$ cat src/rtl/coverage_stall_monitor.sv
// coverage_stall_monitor
//
// Purpose: watches a coverage-summary bus and the tohost completion word during
// fuzzing runs. It requests a software interrupt when coverage stays unchanged
// for a coverage-scaled number of cycles (stall) or when no test completes
// within a fixed window (watchdog). An acknowledge moves the monitor into a
// short holdoff before it re-arms.
//
// Handshake: interrupt is a level request that stays high while the monitor is
// in FIRE. It is released on the edge after irq_ack is sampled high in FIRE.
// irq_ack is ignored in every other state.
//
// Ports:
//   clock        in   sole clock, posedge
//   reset        in   synchronous, active-high
//   enable       in   monitor armed; low returns to IDLE on the next edge
//   cov          in   coverage summary [COV_W]
//   tohost       in   bit 0 signals test completion [64]
//   irq_ack      in   interrupt acknowledge, level-sampled
//   interrupt    out  registered interrupt request (state == FIRE)
//   irq_cause    out  01 stall, 10 watchdog, 11 both; 00 when not firing
//   fire_count   out  number of FIRE entries, saturating [16]
//   stall_count  out  current stall counter [CNT_W]
//   dbg_state    out  FSM state: 0 IDLE, 1 RUN, 2 FIRE, 3 HOLD
module coverage_stall_monitor #(
   parameter int COV_W      = 30,
   parameter int SCALE_LSB  = 19,
   parameter int BASE_WAIT  = 1000,
   parameter int WDOG_LIMIT = 50000,
   parameter int CNT_W      = 32,
   parameter int HOLDOFF    = 16
) (
   input  logic             clock,
   input  logic             reset,
   input  logic             enable,
   input  logic [COV_W-1:0] cov,
   input  logic [63:0]      tohost,
   input  logic             irq_ack,
   output logic             interrupt,
   output logic [1:0]       irq_cause,
   output logic [15:0]      fire_count,
   output logic [CNT_W-1:0] stall_count,
   output logic [1:0]       dbg_state
);

   typedef enum logic [1:0] {
      S_IDLE = 2'd0,
      S_RUN  = 2'd1,
      S_FIRE = 2'd2,
      S_HOLD = 2'd3
   } state_e;

   localparam int PW     = CNT_W + COV_W;
   localparam int HOLD_W = (HOLDOFF > 1) ? $clog2(HOLDOFF) : 1;
   localparam logic [HOLD_W-1:0] HOLD_LAST = HOLD_W'(HOLDOFF - 1);
   localparam logic [CNT_W-1:0]  WDOG_C    = CNT_W'(WDOG_LIMIT);

   state_e              state_q, state_d;
   logic [COV_W-1:0]    pre_cov_q, pre_cov_d;
   logic [CNT_W-1:0]    stall_q, stall_d;
   logic [CNT_W-1:0]    wdog_q, wdog_d;
   logic [HOLD_W-1:0]   hold_q, hold_d;
   logic [15:0]         fire_q, fire_d;
   logic [1:0]          cause_q, cause_d;

   logic [PW-1:0]       mult, prod;
   logic [CNT_W-1:0]    thr;
   logic                f_stall, f_wdog;
   logic                unused_tohost;

   assign unused_tohost = ^tohost[63:1];

   function automatic logic [CNT_W-1:0] sat_inc(input logic [CNT_W-1:0] v);
      return (&v) ? v : v + CNT_W'(1);
   endfunction

   // Threshold is formed at full product width so a large coverage value
   // clamps to the counter maximum instead of wrapping to a small threshold.
   always_comb begin
      mult = PW'(cov >> SCALE_LSB) + PW'(1);
      prod = PW'(BASE_WAIT) * mult;
      thr  = (|prod[PW-1:CNT_W]) ? '1 : prod[CNT_W-1:0];
   end

   // A coverage change in the same cycle suppresses the stall fire.
   assign f_stall = (stall_q >= thr) && (cov == pre_cov_q);
   assign f_wdog  = (wdog_q >= WDOG_C);

   // State register
   always_ff @(posedge clock) begin
      if (reset) state_q <= S_IDLE;
      else       state_q <= state_d;
   end

   // Datapath registers
   always_ff @(posedge clock) begin
      if (reset) begin
         pre_cov_q <= '0;
         stall_q   <= '0;
         wdog_q    <= '0;
         hold_q    <= '0;
         fire_q    <= '0;
         cause_q   <= '0;
      end else begin
         pre_cov_q <= pre_cov_d;
         stall_q   <= stall_d;
         wdog_q    <= wdog_d;
         hold_q    <= hold_d;
         fire_q    <= fire_d;
         cause_q   <= cause_d;
      end
   end

   // Next-state and datapath next values
   always_comb begin
      state_d   = state_q;
      pre_cov_d = pre_cov_q;
      stall_d   = stall_q;
      wdog_d    = wdog_q;
      hold_d    = hold_q;
      fire_d    = fire_q;
      cause_d   = cause_q;

      if (!enable) begin
         // Disarming wins over everything, including a same-cycle acknowledge.
         state_d = S_IDLE;
         stall_d = '0;
         wdog_d  = '0;
         hold_d  = '0;
         cause_d = '0;
      end else begin
         unique case (state_q)
            S_IDLE: begin
               stall_d   = '0;
               wdog_d    = '0;
               hold_d    = '0;
               cause_d   = '0;
               pre_cov_d = cov;
               state_d   = S_RUN;
            end
            S_RUN: begin
               if (cov != pre_cov_q) begin
                  pre_cov_d = cov;
                  stall_d   = '0;
               end else begin
                  stall_d = sat_inc(stall_q);
               end
               // Test completion restarts both windows and blocks any fire.
               if (tohost[0]) begin
                  stall_d = '0;
                  wdog_d  = '0;
               end else begin
                  wdog_d = sat_inc(wdog_q);
               end
               if ((f_stall || f_wdog) && !tohost[0]) begin
                  state_d = S_FIRE;
                  cause_d = {f_wdog, f_stall};
                  fire_d  = (&fire_q) ? fire_q : fire_q + 16'd1;
               end
            end
            S_FIRE: begin
               if (irq_ack) begin
                  state_d = S_HOLD;
                  stall_d = '0;
                  wdog_d  = '0;
                  hold_d  = '0;
                  cause_d = '0;
               end
            end
            S_HOLD: begin
               if (hold_q == HOLD_LAST) begin
                  hold_d    = '0;
                  pre_cov_d = cov;
                  state_d   = S_RUN;
               end else begin
                  hold_d = hold_q + HOLD_W'(1);
               end
            end
            default: state_d = S_IDLE;
         endcase
      end
   end

   // Outputs: all decoded from registers
   always_comb begin
      interrupt   = (state_q == S_FIRE);
      irq_cause   = cause_q;
      fire_count  = fire_q;
      stall_count = stall_q;
      dbg_state   = state_q;
   end

endmodule

$ cat config.mk
export PLATFORM = sky130hd
export DESIGN_NAME = coverage_stall_monitor
export DESIGN_NICKNAME = d
export VERILOG_FILES = /design/src/rtl/coverage_stall_monitor.sv
export SDC_FILE = /design/constraint.sdc
export NUM_CORES = 1
export LEC_CHECK = 0
export CORE_MARGIN = 2
export CORE_UTILIZATION = 40
export DETAILED_ROUTE_END_ITERATION = 8
export PLACE_DENSITY = 0.66
export SLEW_MARGIN = 20
export SYNTH_ARGS = -nofsm -noshare
export SYNTH_HDL_FRONTEND = slang
export SYNTH_SLANG_ARGS = --single-unit
$ cat constraint.sdc
create_clock -name clock -period 8.1 [get_ports clock]
set_input_delay 1.215 -clock clock [delete_from_list [all_inputs] [get_ports clock]]
set_output_delay 1.215 -clock clock [all_outputs]
set_load 0.03 [all_outputs]
### After elaboration in Yosys (flattened, before gate mapping)

Cells that the tools add are included.

| word-level totals | value |
|---|---|
| output and inout port bits | 53 |
| input port bits | 98 |
| word-level logic and storage cells | 71 |
| register bits after elaboration | 118 |

| operators by class | value |
|---|---|
| multipliers | 1 |
| bitwise logic cells | 2 |
| $lt $le $gt $ge | 2 |
| eq/ne operators | 12 |
| reductions and logical operators | 20 |
| add/subtract/negate cells | 5 |
| mux-type cells | 22 |

Operators with widths:

| cell | number |
|---|---|
| $mux W32 | 7 |
| $pmux W32 S3 | 2 |
| $pmux W30 S3 | 1 |
| $add A32 B1 Y32 const B | 2 |
| $reduce_and A32 Y1 | 2 |
| $mux W30 | 2 |
| $ge A32 B16 Y1 const B | 1 |
| $ge A32 B32 Y1 | 1 |
| $eq A30 B30 Y1 | 1 |
| $ne A30 B30 Y1 | 1 |
| $reduce_or A30 Y1 const A | 1 |
| $mul A7 B12 Y19 const A | 1 |
| $add A16 B1 Y16 const B | 1 |
| $reduce_and A16 Y1 | 1 |
| $add A11 B1 Y12 const B | 1 |
| $pmux W4 S3 | 1 |
| $reduce_and A3 Y1 | 4 |
| $mux W2 | 5 |
| $reduce_bool A3 Y1 | 3 |
| $mux W4 | 2 |
| $ne A2 B2 Y1 const B | 4 |
| $pmux W2 S4 | 1 |
| $reduce_and A4 Y1 | 2 |
| $pmux W2 S3 | 1 |
| other kinds (13) | 16 |

### Logic depth before layout (Yosys ltp)

| logic depth | value |
|---|---|
| depth after elaboration | 9 |
| depth in mapped cells | 29 |
| gate-level depth less buffers | 28 |

### Least setup slack after synthesis

Ideal clock, no wire load.

| timing path | value |
|---|---|
| kind | in2reg |
| from | input cov[21] |
| to | register fire_q[9], in the netlist fire_count[9] |
| arrival | 7.753 ns |
| stages | 27 |
| slack | 0.227 ns |
| path buffers | 2 |
| required time | 7.979 ns |
| path through | clkbuf_1 > and4_1 > nor2b_1 > nand2_1 > xor2_1 > inv_1 > fa_1 > inv_1 > fa_1 > fa_1 > fa_1 > inv_1 > ha_1 > and2_1 > a31o_2 > nor3_1 > nor3_1 > nor3_1 > nor3_1 > ha_1 > or4_1 > nor4_1 > nand3_1 > and4bb_2 > clkbuf_1 > nor4_1 > mux2_2 |

| on the way | value |
|---|---|
| longest elaborated chain between the ends | 8 |

Ends and longest elaborated chain:

| item | RTL line | text |
|---|---|---|
| from (decl) | 36 | `input logic [COV_W-1:0] cov,` |
| $add A11 B1 Y12 | 80 | `mult = PW'(cov >> SCALE_LSB) + PW'(1);` |
| $mul A7 B12 Y19 | 81 | `prod = PW'(BASE_WAIT) * mult;` |
| $mux W32 | 82 | `thr = (\|prod[PW-1:CNT_W]) ? '1 : prod[CNT_W-1:0];` |
| $ge A32 B32 Y1 | 86 | `assign f_stall = (stall_q >= thr) && (cov == pre_cov_q);` |
| $logic_and A1 B1 Y1 * | 86 |  |
| $logic_or A1 B1 Y1 * | 155 | `if ((f_stall \|\| f_wdog) && !tohost[0]) begin` |
| $logic_and A1 B1 Y1 * | 155 |  |
| $reduce_and A4 Y1 (no source line) * | -- |  |
| to (signal assigned) | 109 | `fire_q <= fire_d;` |
| to (decl) | 63 | `logic [15:0] fire_q, fire_d;` |

Mark *: on every way between the ends. The rest lies on a longest branch, timed or not.
A chain may end at the register's enable or synchronous reset.

### Worst setup path in the final report

| timing path | value |
|---|---|
| from | input cov[24] |
| to | register state_q[0], in the netlist dbg_state[0] |

| on the way | value |
|---|---|
| longest elaborated chain between the ends | 9 |

Ends and longest elaborated chain:

| item | RTL line | text |
|---|---|---|
| $add A11 B1 Y12 | 80 |  |
| $mul A7 B12 Y19 | 81 |  |
| $mux W32 | 82 |  |
| $ge A32 B32 Y1 | 86 |  |
| $logic_and A1 B1 Y1 * | 86 |  |
| $logic_or A1 B1 Y1 * | 155 |  |
| $logic_and A1 B1 Y1 * | 155 |  |
| $ne A2 B2 Y1 (no source line) * | -- |  |
| $reduce_and A3 Y1 (no source line) * | -- |  |
| to (signal assigned) | 92 | `else state_q <= state_d;` |
| to (decl) | 58 | `state_e state_q, state_d;` |

Marks and branches as above.

==> run summary <==
Status: complete, no violations
Placed instance count: 1,415
Gpl congestion: 0.810
Port Buffer Count: 87
Most common cell after layout, fill and taps aside: dfxtp_1
Post-synth EDFFs: 0
Power per cell area: 249 nW/um^2
Worst min path class: flop to flop
Data arrival, critical path: 8.07 ns
TritonCTS Buffers: 17
Diode count: 0
DR iter-0 viols: 383
Total power: 2.72 mW
Nets: 1,361
Slowest cell on the critical path: fa_1
DR vias/cell: 5.17
CTS resizes: 0
Post-synthesis sequential area ratio: 27.4%
I/O pin count: 151
Async SR Flop Fraction: 0%
Wirelength per Cell: 14.5 um
CTS Root Cell: clkbuf_16
CP Data Required Time: 8.42 ns
Syn Nets: 1,212
Fmax: 129 MHz
Finish-stage setup viols: 0
Slew of the pin with the lowest slew margin: 1.05 ns
Antenna Nets Post-Route: 0
Top FF cell, synth: dfxtp_1
Cell class contributing the biggest share of worst-path delay: simple AND/OR/NAND/NOR gates
WP buf/inv: 6
Startpoint types: primary input
Syn Inst Count: 1,011
Final WL: 21,000 um
Commonest cells after routing, fill and taps aside: 118 x dfxtp_1, 105 x nor2_1, 88 x inv_1
Final slew viol count: 0
FILL cells: 1,982
Drt first pass iters: 5
Worst-skew pair later-pin latency: 0.41 ns
HPWL Detailed: 15,500 um
Crit Path Class: primary input to flop
Max-slew headroom: 30.1%
Bufs on Longest Clock Path: 2
Die width: 151 um
Leading area contributor after synthesis: dfxtp_1
P_sw: 0.978 mW
Leakage: 4.46 nW
Syn-to-layout area delta: 26.7%
Post-CTS Setup Bufs: 0
CTS tree: done
Comb power frac: 50.8%
Post-route clock period utilization: 95.7%
Worst VDD drop: 0.000202 V
Gr ovfl total: 0
Top cells by area, synth: dfxtp_1 27%, ha_1 10%, fa_1 7.4%, xor2_1 5.3%, xnor2_1 5.1%
Biggest cell delay along the critical path: 0.57 ns
FF+latch count, synth: 118
Clk pin slew, worst setup/hold paths: 0.06 ns
Die area: 22,700 sq um
Setup crit end kind: flop
Worst Path Max Fanout: 4
Vias in the first global route: 7,139
Synth cell types: 64
H-tree depth: 4
DP Area: 10,200 sq um
Internal: 1.75 mW
Core area: 21,100 sq um
Die height: 151 um
Switch share: 35.9%
First-pass GRT wire length: 34,800 um
Final Util: 51.8%
Critical hold path startpoint: irq_cause[0]$_SDFFE_PP0P_
DRC viols: 0
Mapped Area: 8620 sq um
Area fraction of the dominant cell type after synthesis: 27.4%
Worst flop-to-flop path startpoint: stall_count[4]$_SDFFE_PP0P_
Starting Density: 40.9%
Largest net degree at the start of global routing: 57
Final min period: 7.75 ns
Crit path from: cov[24]
Via count: 7,480
Post-route design area: 10,900 sq um
Clock network fraction of design power: 26.9%
Clk sink count: 118
FP Rows: 53
Hold Buf Count CTS: 0
Flop pwr share: 22.2%
Layout Cells excl Fill: 1,448
YS warnings: 0
Max_cap viols: 0
Hold Fails Final Rpt: 0
Total GRT Usage: 18.9%
Layout cells sized above 1: 12.0%
Final Skew: 0.00824 ns
Setup TNS: 0 ns
Avg Cell Area, Syn: 8.52 sq um
Antenna violations before repair: 0
==> sequential cells by signal, summed over array words and instances, names as in the netlist <==
register and count:
hold_q 4, dbg_state 2, wdog_q 32, pre_cov_q 30
fire_count 16, irq_cause 2, stall_count 32
==> routing by layer <==
layer | GRT usage [%] | share of wire [%] | wire [um] | up-vias
li1 | - | - | - | 3820
met2 | 31.5 | 49 | 10200 | 102
met4 | 4.53 | 0.92 | 194 | 0
met1 | 25.2 | 47 | 9850 | 3541
met5 | 0 | 0 | 0 | -
met3 | 3.92 | 3.6 | 754 | 17
==> cells in the mapped netlist (5+ instances only) <==
library cell  count
nand2_1          67
nor2_1          106
clkbuf_1         25
nand4_1          28
or4_1            10
nor4_1           16
nor2b_1          15
nand2b_1          7
and3_1           13
a211oi_1          8
o21ai_1          15
o31ai_1           8
or3_1            24
o21ai_0           8
mux2_2            8
o211ai_1          5
o21a_1            6
dfxtp_1         118
a21oi_1          39
and4_1            7
inv_1            88
nand3_1          46
mux2i_1          42
nor3_1           27
a21o_1            8
xor2_1           52
fa_1             32
xnor2_1          50
and2_1            9
ha_1             71
==> worst min-delay path, cell delays in order (launching register included) <==
cell	delay [ns]
dfxtp_1	0.31
nand2_1	0.05
mux2i_1	0.06
==> final cells by class <==
type	count	area (sq um)	area share, %
flip-flops and latches	118	2360	21.6
well taps	275	344	3.15
repair buffers	161	1420	13.0
clock inverters	10	103	0.940
multi-input cells	774	5880	53.9
inverters	88	330	3.03
clock buffers	22	474	4.34
==> cells by family (layout without fill, tap and decap cells) <==
group | after synthesis | in the layout | share of synthesized area, %
xor gates and xnor gates | 102 | 102 | 10.4
adders and majority gates | 103 | 103 | 17.7
muxes | 50 | 50 | 5.92
and+or+nand+nor | 392 | 393 | 23.3
AOI/OAI and AO/OA | 126 | 126 | 9.74
DFF | 118 | 118 | 27.4
buffers and inverters | 120 | 281 | 5.50
==> through the flow <==
stage                     hold WS [ns]  setup WS [ns]
after detailed placement         0.454         -0.330
after floorplan                  0.449          0.227
after global routing             0.501        -0.0112
after CTS                        0.472         0.0596
final                            0.473          0.351
after global placement           0.462         -0.344
==> power groups by stage <==
stage,Combinational [mW],Sequential (mW),Clock (mW)
floorplan,0.875,0.618,0
global placement,1.32,0.617,0
detailed placement,1.35,0.617,0
CTS,1.37,0.605,0.747
global route,1.57,0.607,0.777
finish,1.38,0.606,0.733
==> path summary, 6_finish.rpt <==
path / to / slack (ns) / cells after the start
setup / recovery: dbg_state[0]$_SDFFE_PP0P_ / 0.35 / 28
hold / removal: irq_cause[0]$_SDFFE_PP0P_ / 0.47 / 2
setup reg to reg: stall_count[17]$_SDFFE_PP0P_ / 4.95 / 7
hold reg to reg: irq_cause[0]$_SDFFE_PP0P_ / 0.47 / 2
Note: power is estimated with default switching activity, not from simulation.
